[src/rtl/seg7_scan_driver.sv]
// Multiplexed common-anode seven-segment scanner. Advances one digit per rising
// edge of the divided clock (sampled as data) and shows a per-frame snapshot of value_in.
module seg7_scan_driver #(
  parameter int         NUM_DIGITS = 8,
  parameter bit         BLANK_LZ   = 1'b1,
  parameter logic [7:0] DP_MASK    = 8'h00
) (
  input  logic                      clk,
  input  logic                      reset,
  input  logic                      tick_in,
  input  logic                      enable,
  input  logic [4*NUM_DIGITS-1:0]   value_in,
  output logic [NUM_DIGITS-1:0]     an_n,
  output logic [6:0]                seg_n,
  output logic                      dp_n,
  output logic                      frame_done
);

  localparam int IDX_W = (NUM_DIGITS > 1) ? $clog2(NUM_DIGITS) : 1;

  logic                    tick_prev;
  logic [IDX_W-1:0]        digit_idx;
  logic [4*NUM_DIGITS-1:0] snapshot;

  logic                    rise;
  logic                    wrap;
  logic [3:0]              cur_nib;
  logic                    cur_blank;
  logic                    cur_dp;
  logic                    zero_acc;
  logic [NUM_DIGITS-1:0]   an_sel;

  assign rise = tick_in & ~tick_prev;
  assign wrap = (digit_idx == IDX_W'(NUM_DIGITS - 1));

  function automatic logic [6:0] hex7(input logic [3:0] nib);
    case (nib)
      4'h0: hex7 = 7'h40;
      4'h1: hex7 = 7'h79;
      4'h2: hex7 = 7'h24;
      4'h3: hex7 = 7'h30;
      4'h4: hex7 = 7'h19;
      4'h5: hex7 = 7'h12;
      4'h6: hex7 = 7'h02;
      4'h7: hex7 = 7'h78;
      4'h8: hex7 = 7'h00;
      4'h9: hex7 = 7'h10;
      4'hA: hex7 = 7'h08;
      4'hB: hex7 = 7'h03;
      4'hC: hex7 = 7'h46;
      4'hD: hex7 = 7'h21;
      4'hE: hex7 = 7'h06;
      default: hex7 = 7'h0E;
    endcase
  endfunction

  // Walk from the top digit down so zero_acc means "this nibble and all above are zero".
  always_comb begin
    cur_nib   = 4'h0;
    cur_blank = 1'b0;
    cur_dp    = 1'b0;
    an_sel    = '1;
    zero_acc  = 1'b1;
    for (int i = NUM_DIGITS - 1; i >= 0; i--) begin
      zero_acc = zero_acc & (snapshot[4*i +: 4] == 4'h0);
      if (digit_idx == IDX_W'(i)) begin
        cur_nib   = snapshot[4*i +: 4];
        cur_blank = BLANK_LZ && (i != 0) && zero_acc;
        cur_dp    = DP_MASK[i];
        an_sel[i] = 1'b0;
      end
    end
  end

  always_ff @(posedge clk) begin
    if (reset) begin
      tick_prev  <= 1'b1;
      digit_idx  <= '0;
      snapshot   <= '0;
      an_n       <= '1;
      seg_n      <= 7'h7F;
      dp_n       <= 1'b1;
      frame_done <= 1'b0;
    end else begin
      tick_prev  <= tick_in;
      frame_done <= 1'b0;
      if (rise && enable) begin
        if (wrap) begin
          digit_idx  <= '0;
          snapshot   <= value_in;
          frame_done <= 1'b1;
        end else begin
          digit_idx <= digit_idx + IDX_W'(1);
        end
      end
      if (enable && !cur_blank) begin
        an_n  <= an_sel;
        seg_n <= hex7(cur_nib);
        dp_n  <= ~cur_dp;
      end else begin
        an_n  <= '1;
        seg_n <= 7'h7F;
        dp_n  <= 1'b1;
      end
    end
  end

endmodule

[config.mk]
export PLATFORM = sky130hd
export DESIGN_NAME = seg7_scan_driver
export DESIGN_NICKNAME = d
export VERILOG_FILES = /design/src/rtl/seg7_scan_driver.sv
export SDC_FILE = /design/constraint.sdc
export NUM_CORES = 1
export LEC_CHECK = 0
export ABC_AREA = 1
export CORE_ASPECT_RATIO = 0.9
export CORE_UTILIZATION = 54
export DETAILED_ROUTE_END_ITERATION = 16
export GPL_ROUTABILITY_DRIVEN = 0
export MAX_ROUTING_LAYER = met4
export PLACE_DENSITY_LB_ADDON = 0.05
export SYNTH_ARGS = -nofsm -noshare
export SYNTH_HDL_FRONTEND = slang
export SYNTH_SLANG_ARGS = --single-unit
[constraint.sdc]
create_clock -name clk -period 6.9 [get_ports clk]
set_clock_uncertainty 0.2 [all_clocks]
set_input_delay 1.38 -clock clk [delete_from_list [all_inputs] [get_ports clk]]
set_output_delay 1.38 -clock clk [all_outputs]
set_load 0.03 [all_outputs]
* Word level (Yosys, flattened, before mapping)
Memories as Yosys holds them, arrays and structs flattened. A register that Yosys moved wholly into a read port is not among the register bits.
Index checks and enable logic that the tools add are counted.
** Cells by class
- Equal/unequal tests :: 7
- Reductions and logical operators :: 14
- Mux-type cells :: 26
- Bitwise logic cells :: 10
- $add $sub $neg :: 1
** Operators with widths (number)
- two-way mux 4 bit :: 8
- zero test 4 bit :: 7
- two-way mux 1 bit :: 17
- == test 3 bit (second input constant) :: 4
- bitwise AND 1 bit :: 7
- == test 3 x 2 -> 1 bit (second input constant) :: 2
- OR reduction 2 bit :: 2
- adder 3 x 1 -> 3 bit (second input constant) :: 1
- == test 3 x 1 -> 1 bit (second input constant) :: 1
- zero test 3 bit :: 1
- two-way mux 3 bit :: 1
- NOT 1 bit :: 3
- logical AND 1 bit :: 2
- AND reduction 2 bit :: 1
- zero test 1 bit :: 1
** Word-level totals
- Input bits :: 36
- Memories :: 1
- Output and inout port bits :: 17
- Word-level logic and storage cells :: 64
- Flip-flop bits (word level) :: 45
- Memory bits (read-only) :: 112
** Memories
- (name not given) :: words 16, bits a word 7, read ports 1, clocked after Yosys merged registers in 1, write ports 0, RTL line 37 : case (nib)

* Logic depth before layout (Yosys ltp)
- Depth after elaboration :: 13
- Gate-level depth with buffers :: 18
- Mapped depth without buffers :: 18

* Worst setup path before layout
Ideal clock, no wire load.
- Path type :: in2reg
- Start :: input port tick_in
- End :: register snapshot[11]
- Setup time :: 126 ps
- Path buffers :: 1
- Arrival :: 2399 ps
- Required time :: 6574 ps
- Stages :: 8
- Setup slack :: 4175 ps
- Cells stage by stage :: inv_1 nor3_1 inv_1 nor2_1 inv_1 nand2_1 clkbuf_1 o21ai_0
** On the way
- Longest elaborated chain between the ends :: 3
** RTL lines
- start: declaration :: RTL line 10 : input logic tick_in,
- bitwise AND 1 bit :: RTL line 33 : assign rise = tick_in & ~tick_prev;
- logical AND 1 bit :: RTL line 87 : if (rise && enable) begin
- AND reduction 2 bit (no line)
- end signal: assignment :: RTL line 90 : snapshot <= value_in;
- end: declaration :: RTL line 23 : logic [4*NUM_DIGITS-1:0] snapshot;
No other way between the ends.
A chain may end at the register's enable or synchronous reset.

* Worst setup path after layout
- Start :: input port tick_in
- End :: register snapshot[6]
Same word-level chain as after synthesis.

==> impl_metrics.ini <==
[status]
run_status = finished, final reports clean

[worst_setup_path]
path_depth = 9
critPathRequiredTime_ns = 6.95
crit_chain = clkdlybuf4s50_1 > inv_1 > nor3_1 > inv_1 > nor2_1 > inv_1 > nor2_2 > nand2_1 > nand2_1
slowest_delay_ns = 0.95
setup.worst_path.start = tick_in
reg2reg_from = digit_idx[0]$_SDFFE_PP0P_
worstPathMaxFanout = 33
worst-setup-path-type = primary input to flip-flop
end_kind = flip-flop
worstPathArrival_ns = 3.90
path_buf_inv = 4
timing.critical_path.mode_cell = inv_1
reg2reg_slack_ns = 4.08
cpMaxStageDelayCell = nor2_2
critPathTopFamily = simple AND/OR/NAND/NOR gates
critPathLaunchType = primary input
worstRegToRegCells = 8
r2r-end = snapshot[6]$_SDFFE_PP0P_
endpoint = snapshot[6]$_SDFFE_PP0P_

[cts]
post_cts_resized = 0
cts_root_buf = clkbuf_8
clockBufferDepth = 2
hold_buffers = 0
htree_levels = 2
clkSinkCount = 52
cts_made_buffers = 5
cts_tree = built
cts.clk_slew.worst_paths_ns = 0.08
post_cts_buffers = 0
clock_latency_ns = 0.31

[route]
first_iter_violations = 216
vias = 2336
vias_per_cell = 4.84
postRouteAntennaNets = 0
wl_per_cell_um = 11.2
drc = 0
finalWirelength_um = 5420
drtPass1Iterations = 4

[synth]
synth_cells = 372
async_reset_ff_share_pct = 0
avgSynthCellArea_um2 = 6.72
ys.flop_type = dfxtp_1
syn-num-nets = 420
synth_area_um2 = 2500
synth_seq_cells = 52
synth_edf_count = 0
ys_warn_count = 0
ys_seq_area_share_pct = 41.7
synth_cell_type_count = 21

[grt]
grt_usage_pct = 24.4
grt_start_max_net_pins = 34
grt_pass1_wl_um = 8780
antenna_found_initial = 0
grt_overflow = 0
grt_pass1_vias = 1909

[placement]
dp_hpwl_um = 3970
io_buffers = 51

[power_and_ir_drop]
powerDensity_nw_per_um2 = 187
irDropWorstVdd_uv = 158
pwr-share-clk_pct = 37.6
combPwrFrac_pct = 10.8
p_leak_nw = 1.45
p_seq_share_pct = 51.6
p_sw_share_pct = 21.9
p_sw_mw = 0.129
p_int_mw = 0.463

[finish]
regArea_um2 = 1040
antenna_cells = 0
syn2layout_area_growth_pct = 26.7
drive_gt1_share_pct = 4.99
multi_input_area_um2 = 1180
nNetsFinal = 468
final_util_pct = 71.0
final_common_cell = nand2_1
most-common-layout-cells = nand2_1, inv_1, dfxtp_1
fill_cells = 392

[die]
io_pins = 53
start_util_pct = 56.0
dieWidth_um = 73.7
core-area_um2 = 4460
dieArea_um2 = 4900
die_height_um = 66.5
rows = 23

[min_path]
min_path_type = flip-flop to flip-flop
worstHoldStart = snapshot[1]$_SDFFE_PP0P_

[flow_run]
drv_cap = 0

[sta]
final_hold_viol_count = 0
relSlewSlack_pct = 20.0
slew_violations = 0
finalSetupViolCount = 0
period_minus_slack_ns = 3.86
tns_ns = 0
rsz0062_at_grt = false
worst_pin_slew_ns = 1.20
fin_crit_sh_pct = 55.9
clock.fmax_mhz = 259
synthesized netlist by cell type (4+ instances only):
library cell	n	area share, %
dfxtp_1	52	42
nand2_1	119	18
nor2_1	21	3.2
buf_2	5	1.0
nand3_1	36	7.2
ha_1	12	6.0
inv_1	52	7.8
inv_2	8	1.2
a21oi_1	10	2.0
o21ai_0	34	6.8
clkbuf_1	4	0.60
sequential cells by signal, summed over array words and instances (netlist names):
| signal | flops |
|---|---|
| tick_prev | 1 |
| frame_done | 1 |
| an_n | 8 |
| snapshot | 32 |
| seg_n | 7 |
| digit_idx | 3 |
worst min-delay path, cell delays in order (launching register included):
cell	delay, ns
dfxtp_1	0.30
inv_1	0.06
o21ai_0	0.08
power groups by stage:
stage                     Clock, mW  Combinational (mW)  Sequential (mW)
after floorplan                   0              0.0255            0.320
after global placement            0              0.0636            0.313
after detailed placement          0              0.0637            0.313
after CTS                     0.226              0.0641            0.306
after global routing          0.238              0.0708            0.306
final                         0.223              0.0640            0.306
routing by layer:
layer | track usage (%) | part of all wire, % | vias to the layer above
met5 | - | 0 | -
met4 | 6.49 | 1.0 | 0
met3 | 4.08 | 4.9 | 6
met2 | 35.3 | 42 | 73
met1 | 35.0 | 52 | 1010
li1 | - | - | 1247
final cells by class:
cell class	count	share of cell area, %
multi-input cells	250	37.4
flip-flops and latches	52	32.9
repair buffers	51	16.1
inverters	60	7.11
clock buffers	7	3.04
well taps	62	2.45
clock inverters	1	0.949
through the flow:
step	total power, mW	area, µm²	hold slack (ns)	setup slack [ns]	std cells
2_1_floorplan	0.345	2500	0.246	4.18	372
3_3_place_gp	0.376	3040	0.269	2.85	475
3_5_place_dp	0.376	3040	0.273	2.78	475
4_1_cts	0.596	3170	0.291	3.06	483
5_1_grt	0.615	3170	0.322	2.67	483
6_report	0.592	3170	0.283	3.04	483
cell families after synthesis:
group / after synthesis / synth area share, %
AND/OR/NAND/NOR: 186 / 30.6
buffers and inverters: 70 / 10.9
flip-flops: 52 / 41.7
AO/OA/AOI/OAI: 51 / 10.7
adder cells (fa/ha/maj): 12 / 6.01
other: 1 / 0.150
worst min path at each step:
stage	to	slack, ns	depth (start not counted)
2_1_floorplan	snapshot[7]$_SDFFE_PP0P_	0.25	2
3_3_place_gp	snapshot[1]$_SDFFE_PP0P_	0.27	2
3_5_place_dp	snapshot[1]$_SDFFE_PP0P_	0.27	2
4_1_cts	snapshot[1]$_SDFFE_PP0P_	0.29	2
5_1_grt	snapshot[31]$_SDFFE_PP0P_	0.32	2
6_report	snapshot[1]$_SDFFE_PP0P_	0.28	2
Power figures use the tool's default switching activity.
